### src/rtl/mem_slot_arbiter.sv
// Time-slotted arbiter sharing one byte-wide memory port between CPU, video and DMA.
// Each slot owner has priority; an unused slot goes to the first requester in CPU > VID > DMA order.
module mem_slot_arbiter #(
  parameter int ADDR_W  = 21,
  parameter int TIMEOUT = 15
) (
  input  logic              clk,
  input  logic              reset_n,
  input  logic              ce_16mhz,
  input  logic              ce_4mhz,
  input  logic              cpu_req,
  input  logic              vid_req,
  input  logic              dma_req,
  input  logic [ADDR_W-1:0] cpu_addr,
  input  logic [ADDR_W-1:0] vid_addr,
  input  logic [ADDR_W-1:0] dma_addr,
  input  logic              cpu_we,
  input  logic              dma_we,
  input  logic [7:0]        cpu_wdata,
  input  logic [7:0]        dma_wdata,
  output logic              cpu_ack,
  output logic              vid_ack,
  output logic              dma_ack,
  output logic [7:0]        rdata,
  output logic              mem_req,
  output logic [ADDR_W-1:0] mem_addr,
  output logic              mem_we,
  output logic [7:0]        mem_wdata,
  input  logic              mem_ack,
  input  logic [7:0]        mem_rdata,
  output logic              err
);

  localparam int CNT_W = $clog2(TIMEOUT + 1);

  // Memory handshake: mem_req rises after a grant and holds address/we/wdata
  // stable until the clk after mem_ack (or the timeout), when it drops.
  typedef enum logic { IDLE = 1'b0, BUSY = 1'b1 } state_e;
  typedef enum logic [1:0] { PORT_CPU = 2'd0, PORT_VID = 2'd1, PORT_DMA = 2'd2 } port_e;

  state_e            state_q, state_d;
  port_e             port_q, port_d;
  port_e             owner, grant;
  logic [1:0]        slot_q, slot_d, dec_slot;
  logic [CNT_W-1:0]  cnt_q, cnt_d;
  logic              owner_req, any_req;
  logic              mem_req_q, mem_req_d;
  logic [ADDR_W-1:0] mem_addr_q, mem_addr_d;
  logic              mem_we_q, mem_we_d;
  logic [7:0]        mem_wdata_q, mem_wdata_d;
  logic [2:0]        ack_q, ack_d;
  logic [7:0]        rdata_q, rdata_d;
  logic              err_q, err_d;

  // Slot bookkeeping and the winner for a decision taken on this clk.
  always_comb begin
    slot_d = slot_q;
    if (ce_4mhz) begin
      slot_d = 2'd0;
    end else if (ce_16mhz) begin
      slot_d = slot_q + 2'd1;
    end

    dec_slot = ce_4mhz ? 2'd0 : slot_q + 2'd1;
    case (dec_slot)
      2'd1:    owner = PORT_VID;
      2'd3:    owner = PORT_DMA;
      default: owner = PORT_CPU;
    endcase

    case (owner)
      PORT_VID: owner_req = vid_req;
      PORT_DMA: owner_req = dma_req;
      default:  owner_req = cpu_req;
    endcase

    any_req = cpu_req | vid_req | dma_req;
    if (owner_req)    grant = owner;
    else if (cpu_req) grant = PORT_CPU;
    else if (vid_req) grant = PORT_VID;
    else              grant = PORT_DMA;
  end

  always_comb begin
    state_d     = state_q;
    port_d      = port_q;
    cnt_d       = cnt_q;
    mem_req_d   = mem_req_q;
    mem_addr_d  = mem_addr_q;
    mem_we_d    = mem_we_q;
    mem_wdata_d = mem_wdata_q;
    ack_d       = 3'b000;
    rdata_d     = rdata_q;
    err_d       = err_q;

    case (state_q)
      IDLE: begin
        if (ce_16mhz && any_req) begin
          state_d   = BUSY;
          port_d    = grant;
          cnt_d     = '0;
          mem_req_d = 1'b1;
          case (grant)
            PORT_VID: begin
              mem_addr_d  = vid_addr;
              mem_we_d    = 1'b0;
              mem_wdata_d = 8'h00;
            end
            PORT_DMA: begin
              mem_addr_d  = dma_addr;
              mem_we_d    = dma_we;
              mem_wdata_d = dma_wdata;
            end
            default: begin
              mem_addr_d  = cpu_addr;
              mem_we_d    = cpu_we;
              mem_wdata_d = cpu_wdata;
            end
          endcase
        end
      end
      BUSY: begin
        // A mem_ack on the timeout clk still completes normally.
        if (mem_ack || (cnt_q == CNT_W'(TIMEOUT))) begin
          state_d   = IDLE;
          mem_req_d = 1'b0;
          if (mem_ack) begin
            rdata_d = mem_rdata;
          end else begin
            rdata_d = 8'hFF;
            err_d   = 1'b1;
          end
          case (port_q)
            PORT_VID: ack_d = 3'b010;
            PORT_DMA: ack_d = 3'b100;
            default:  ack_d = 3'b001;
          endcase
        end else begin
          cnt_d = cnt_q + CNT_W'(1);
        end
      end
      default: state_d = IDLE;
    endcase
  end

  always_ff @(posedge clk or negedge reset_n) begin
    if (!reset_n) begin
      state_q     <= IDLE;
      port_q      <= PORT_CPU;
      slot_q      <= 2'd0;
      cnt_q       <= '0;
      mem_req_q   <= 1'b0;
      mem_addr_q  <= '0;
      mem_we_q    <= 1'b0;
      mem_wdata_q <= 8'h00;
      ack_q       <= 3'b000;
      rdata_q     <= 8'h00;
      err_q       <= 1'b0;
    end else begin
      state_q     <= state_d;
      port_q      <= port_d;
      slot_q      <= slot_d;
      cnt_q       <= cnt_d;
      mem_req_q   <= mem_req_d;
      mem_addr_q  <= mem_addr_d;
      mem_we_q    <= mem_we_d;
      mem_wdata_q <= mem_wdata_d;
      ack_q       <= ack_d;
      rdata_q     <= rdata_d;
      err_q       <= err_d;
    end
  end

  assign cpu_ack   = ack_q[0];
  assign vid_ack   = ack_q[1];
  assign dma_ack   = ack_q[2];
  assign rdata     = rdata_q;
  assign mem_req   = mem_req_q;
  assign mem_addr  = mem_addr_q;
  assign mem_we    = mem_we_q;
  assign mem_wdata = mem_wdata_q;
  assign err       = err_q;

endmodule

### config.mk
export PLATFORM = sky130hd
export DESIGN_NAME = mem_slot_arbiter
export DESIGN_NICKNAME = d
export VERILOG_FILES = /design/src/rtl/mem_slot_arbiter.sv
export SDC_FILE = /design/constraint.sdc
export NUM_CORES = 1
export LEC_CHECK = 0
export CORE_MARGIN = 2
export CORE_UTILIZATION = 36
export DETAILED_ROUTE_END_ITERATION = 7
export PLACE_DENSITY = 0.83
export SKIP_CTS_REPAIR_TIMING = 1
export SLEW_MARGIN = 20
export SYNTH_ARGS = -nofsm -noshare
export SYNTH_HDL_FRONTEND = slang
export SYNTH_SLANG_ARGS = --single-unit
### constraint.sdc
create_clock -name clk -period 2.05 [get_ports clk]
set_input_delay 0.3075 -clock clk [delete_from_list [all_inputs] [get_ports clk]]
set_output_delay 0.3075 -clock clk [all_outputs]
set_load 0.03 [all_outputs]
==> results of run 1 <==
==> synth_stat cells (4+ instances only) <==
cell and n:
and2_1 4, a22o_1 9, ha_1 5, a22oi_1 21, o22a_1 8, nor2_1 4
clkbuf_1 9, dfrtp_1 52, o21ai_0 24, nor2b_1 4, inv_1 8, mux2_4 27
nand2_1 24
==> cells by family (layout without fill, tap and decap cells) <==
kind of cell	after synthesis	after routing	synth area share [%]
muxes	31	31	16.5
xor gates and xnor gates	2	2	0.644
and+or+nand+nor	46	46	9.20
buffers and inverters	24	172	5.06
DFF	52	52	47.8
adders and majority gates	5	5	2.30
AOI/OAI and AO/OA	71	71	18.5
==> layer usage <==
metal / vias up / routed length (um) / track usage, % / share of wire (%)
met3: 9 / 376 / 4.40 / 5.1
met1: 1124 / 3030 / 19.5 / 41
met2: 75 / 3940 / 30.4 / 53
met4: 0 / 98 / 6.31 / 1.3
met5: - / 0 / 0 / 0
li1: 1129 / - / - / -
==> flip-flops by register name, summed over array words and instances, names as in the netlist <==
signal,cells
ack_q,3
cnt_q,4
err,1
mem_addr,21
mem_req,1
mem_wdata,8
mem_we,1
port_q,2
rdata,8
slot_q,2
state_q,1
==> worst reg2reg max path, delay by kind of cell (launching register included) <==
family / cells / cell delay (ns)
multiplexers: 1 / 0.26
AO/OA/AOI/OAI: 3 / 0.42
flip-flops: 1 / 0.46
adder cells (fa/ha/maj): 1 / 0.20
AND/OR/NAND/NOR: 2 / 0.43
buffers and inverters: 1 / 0.15
==> stage by stage <==
step	setup TNS [ns]	area [um^2]	hold WS [ns]	cells	worst slack, ns
global placement	-10.96	4280	0.310	470	-0.415
finish	0	4490	-0.0234	478	0.0238
detailed placement	-12.68	4280	0.323	470	-0.508
global route	-0.249	4490	0.00627	478	-0.0378
CTS	-3.59	4350	-0.0168	477	-0.204
floorplan	0	2720	0.0119	231	0.0327
==> path summary, 6_finish.rpt <==
kind	startpoint	to	slack [ns]
max in group asynchronous	reset_n	mem_addr[14]	1.53
min reg2reg	mem_req	mem_req	0.49
max reg2reg	slot_q[0]	mem_addr[4]	0.02
min	reset_n	mem_addr[11]	-0.02
min in group clk	ce_4mhz	slot_q[1]	0.45
max	slot_q[0]	mem_addr[4]	0.02
==> area by class of cell <==
type,instances,area (um^2),area share (%)
clock buffer,6,72.6,1.61
clock inverter,1,5.00,0.111
inverter,8,30.0,0.668
multi-input combinational,155,1380,30.7
sequential,52,1300,29.0
tap,99,124,2.76
timing repair buffer,157,1580,35.2
==> power by group <==
group | switching, uW | internal, uW | total (uW)
logic | 947 | 1020 | 1960
registers | 166 | 1300 | 1460
clock network | 325 | 233 | 558
total | 1440 | 2550 | 3980
==> impl_metrics.env, run 1 <==
export IMPL_grt_usage_pct=17.0
export IMPL_clock_latency_ns=0.30
export IMPL_wire_per_inst_um=15.6
export IMPL_vdd_ir_drop_worst_v=0.000370
export IMPL_drv_slew=0
export IMPL_overflow=0
export IMPL_syn_inst=231
export IMPL_max_stage_delay_ns=0.46
export IMPL_dieArea_um2=8270
export IMPL_synthFlopType="dfrtp_1"
export IMPL_crit_required_ns=2.24
export IMPL_relSlewSlack_pct=49.1
export IMPL_powerDensity_nw_per_um2=886
export IMPL_p_leak_uw=0.00190
export IMPL_worst_slew_pin_slew_ns=0.764
export IMPL_path_clk_slew_ns=0.09
export IMPL_final_antenna_net_count=0
export IMPL_hp_class="input port to asynchronous set/reset pin"
export IMPL_yosysSeqAreaShare_pct=47.8
export IMPL_final_cell_mix="clkdlybuf4s50_1 (136), dfrtp_1 (51), mux2_4 (27)"
export IMPL_syn_to_final_growth_pct=65.1
export IMPL_yosys_register_bits=52
export IMPL_crit_chain="nor3b_4, o32ai_4, and2_4, ha_2, buf_8, a22oi_1, o21ai_1, mux2_4"
export IMPL_cp_num_cells=8
export IMPL_synth_edff_count=0
export IMPL_drive_above_1_share_pct=20.3
export IMPL_grt_pass1_wl_um=11200
export IMPL_design_power_total_uw=3980
export IMPL_critPathSlowestCell="dfrtp_2"
export IMPL_numClockSinks=52
export IMPL_fp_dieH_um=90.9
export IMPL_via_count=2337
export IMPL_layout_commonest_cell="clkdlybuf4s50_1"
export IMPL_cts_tree="built"
export IMPL_grt_max_degree=52
export IMPL_drv_cap=0
export IMPL_finalWirelength_um=7440
export IMPL_dp_hpwl_um=5430
export IMPL_antenna_found_initial=0
export IMPL_synth_top_area_cell="dfrtp_1"
export IMPL_synth_top_area_share_pct=47.8
export IMPL_setup_worst_path_start_class="register"
export IMPL_cp_arrival_ns=2.22
export IMPL_end_kind="register"
export IMPL_syn_area_per_cell_um2=11.8
export IMPL_synth_area_top_cells="dfrtp_1 (48%), mux2_4 (15%), a22oi_1 (5.8%)"
export IMPL_initial_core_util_pct=37.3
export IMPL_drt_iter0_markers=42
export IMPL_fin_hold_ws_ns=-0.0234
export IMPL_ys_warn_count=0
export IMPL_fmax_ghz=0.494
export IMPL_dr_pass1_iters=4
export IMPL_critPathMaxFanout=11
export IMPL_dieWidth_um=90.9
export IMPL_hold_viol=21
export IMPL_numCtsBuffers=5
export IMPL_min_period_over_period_pct=98.8
export IMPL_grt_pass1_vias=2332
export IMPL_portBuffers=139
export IMPL_critPathTopFamily="flip-flops"
export IMPL_nFillCells=611
export IMPL_core_area_um2=7290
export IMPL_nNetsFinal=481
export IMPL_status="finished with violations"
export IMPL_r2r_cells=8
export IMPL_synth_nets=333
export IMPL_path_buf_inv=1
export IMPL_cts_root_buf="clkbuf_8"
export IMPL_final_util_pct=61.6
export IMPL_fin_skew_ns=0.00627
export IMPL_violations="hold timing"
export IMPL_row_count=31
export IMPL_ios=140
export IMPL_htree_levels=2
export IMPL_ys_types=35
export IMPL_worstSetupPathType="register to register"
export IMPL_clk_path_buf_depth=2
export IMPL_syn_area_um2=2720
export IMPL_min_period_ns=2.03
export IMPL_setup_viol=0
export IMPL_via_per_inst=4.89
export IMPL_remaining_drc_errors=0
export IMPL_place_congestion=0.791
export IMPL_diodes=0
export IMPL_async_flop_share_pct=100
No activity file was read; power rests on OpenSTA's default activity.
==> run 2: changes to the inputs <==
--- a/config.mk
+++ b/config.mk
@@ -6,9 +6,11 @@
 export NUM_CORES = 1
 export LEC_CHECK = 0
 export CORE_MARGIN = 2
-export CORE_UTILIZATION = 36
+export CORE_UTILIZATION = 37
+export CTS_BUF_LIST = sky130_fd_sc_hd__clkbuf_4 sky130_fd_sc_hd__clkbuf_8
+export CTS_CLUSTER_DIAMETER = 30
 export DETAILED_ROUTE_END_ITERATION = 7
-export PLACE_DENSITY = 0.83
+export PLACE_DENSITY = 0.85
 export SKIP_CTS_REPAIR_TIMING = 1
 export SLEW_MARGIN = 20
 export SYNTH_ARGS = -nofsm -noshare
==> run 2 against run 1 <==
  * The flow finishes with violations (setup timing)
  * Routed wire length fell by 0.30%
  * Global-route usage rose by 0.54 points
  * Clock-buffer cell count did not move
  * Power rose by 3.9%
  * Non-clock buffer count did not move
  * Via count rose by 1.2%
  * Critical path type is now input port to register
  * Critical endpoint is now mem_addr[20]
==> impl_metrics.env, run 2 (synthesis results as in run 1) <==
export IMPL_layout_commonest_cell="clkdlybuf4s50_1"
export IMPL_crit_required_ns=2.24
export IMPL_hold_viol=0
export IMPL_setup_worst_path_start_class="input port"
export IMPL_post_place_ws_ns=-0.610
export IMPL_cts_tree="built"
export IMPL_grt_max_degree=34
export IMPL_crit_chain="clkdlybuf4s50_1, nor3b_4, o32ai_4, and2_4, ha_4, clkbuf_16, a22oi_1, o21ai_0, mux2_4"
export IMPL_largest_reg_flops=21
export IMPL_numCtsBuffers=5
export IMPL_hp_class="input port to register"
export IMPL_diodes=0
export IMPL_path_clk_slew_ns=0.09
export IMPL_violations="setup timing"
export IMPL_cts_root_buf="clkbuf_8"
export IMPL_worstSetupPathType="input port to register"
export IMPL_worst_slew_pin_slew_ns=0.767
export IMPL_final_antenna_net_count=0
export IMPL_critPathSlowestCell="clkdlybuf4s50_1"
export IMPL_fin_skew_ns=0.00480
export IMPL_relSlewSlack_pct=48.9
export IMPL_final_cells=479
export IMPL_design_area_um2=4550
export IMPL_portBuffers=139
export IMPL_rsz0062_at_grt="yes"
export IMPL_numClockSinks=52
export IMPL_dp_hpwl_um=5460
export IMPL_grt_usage_pct=17.5
export IMPL_end_kind="register"
export IMPL_critPathTopFamily="buffers and inverters"
export IMPL_via_per_inst=4.94
export IMPL_finalWirelength_um=7420
export IMPL_nNetsFinal=481
export IMPL_fmax_ghz=0.486
export IMPL_fin_hold_ws_ns=0.490
export IMPL_remaining_drc_errors=0
export IMPL_initial_core_util_pct=37.9
export IMPL_min_period_ns=2.06
export IMPL_status="finished with violations"
export IMPL_max_stage_delay_ns=0.50
export IMPL_ios=140
export IMPL_fin_setup_tns_ns=-0.00669
export IMPL_dieArea_um2=8060
export IMPL_core_area_um2=7180
export IMPL_min_period_over_period_pct=100
export IMPL_path_buf_inv=2
export IMPL_antenna_found_initial=0
export IMPL_grt_pass1_vias=2507
export IMPL_fp_dieH_um=89.8
export IMPL_grt_pass1_wl_um=11600
export IMPL_placed_area_um2=4260
export IMPL_wire_per_inst_um=15.5
export IMPL_clk_path_buf_depth=2
export IMPL_vdd_ir_drop_worst_v=0.000469
export IMPL_drv_cap=0
export IMPL_nFillCells=577
export IMPL_critPathMaxFanout=10
export IMPL_row_count=31
export IMPL_dieWidth_um=89.8
export IMPL_htree_levels=2
export IMPL_clock_latency_ns=0.30
export IMPL_setup_viol=1
export IMPL_via_count=2364
export IMPL_p_leak_uw=0.00191
export IMPL_drive_above_1_share_pct=20.3
export IMPL_cp_arrival_ns=2.25
export IMPL_drt_iter0_markers=63
export IMPL_drv_slew=0
export IMPL_dr_pass1_iters=4
export IMPL_dp_cells=468
export IMPL_final_cell_mix="clkdlybuf4s50_1 (137), dfrtp_1 (51), mux2_4 (27)"
export IMPL_setup_ws_ns=-0.00669
export IMPL_overflow=0
export IMPL_powerDensity_nw_per_um2=909
export IMPL_place_congestion=0.778
export IMPL_syn_to_final_growth_pct=67.3
## run 2: cell types whose count changed in the layout (fill, tap and decap cells not counted), sizes merged
cell           previous run  this run
buf                      18        17
bufinv                    0         1
clkdlybuf4s50           136       137
dlygate4sd3               0         1
dlymetal6s2s              2         1
## run 2: area by class of cell
type	count	area [um^2]	share of cell area, %
inverters	8	30.0	0.660
repair buffers	157	1590	35.0
flip-flops and latches	52	1300	28.6
multi-input cells	155	1390	30.6
clock buffers	6	76.3	1.68
clock inverters	2	35.0	0.769
well taps	99	124	2.72
## run 2: per-layer routing
metal | global-route usage, % | part of all wire [%]
met1 | 20.8 | 42
met2 | 31.9 | 52
met3 | 4.53 | 4.9
met4 | 4.10 | 1.1
met5 | 0 | 0
## run 2: worst register-to-register path: cells and delay by family (launching register included)
| kind | cells | cell delay [ns] |
|---|---|---|
| flops | 1 | 0.46 |
| fa+ha+maj | 1 | 0.18 |
| mux | 1 | 0.25 |
| buf+inv | 1 | 0.17 |
| compound gates | 3 | 0.41 |
| simple gates | 2 | 0.42 |
## run 2: where the power goes
group          internal (uW)  total [uW]  switching (uW)  leakage, uW
clock network            376         707             331    0.0000586
registers               1290        1460             166     0.000639
logic                   1020        1970             948      0.00121
total                   2700        4140            1440      0.00191
## run 2: through the flow
stage / util (%) / power (uW)
after floorplan: - / 2540
after global placement: 59.4 / 3330
after detailed placement: 59.4 / 3390
after CTS: 60.9 / 4100
after global routing: 63.5 / 4340
final: 63.5 / 4140
## run 2: path summary, 6_finish.rpt
check,startpoint,endpoint,slack [ns],cells past startpoint
worst max-delay path,dma_req,mem_addr[20],-0.007,9
worst min-delay path,ce_4mhz,slot_q[1],0.49,3
worst max register to register,slot_q[0],mem_addr[20],0.05,8
worst min register to register,mem_req,mem_req,0.51,1
max in group asynchronous,reset_n,slot_q[0],0.99,3
min in group asynchronous,reset_n,mem_req,0.51,2
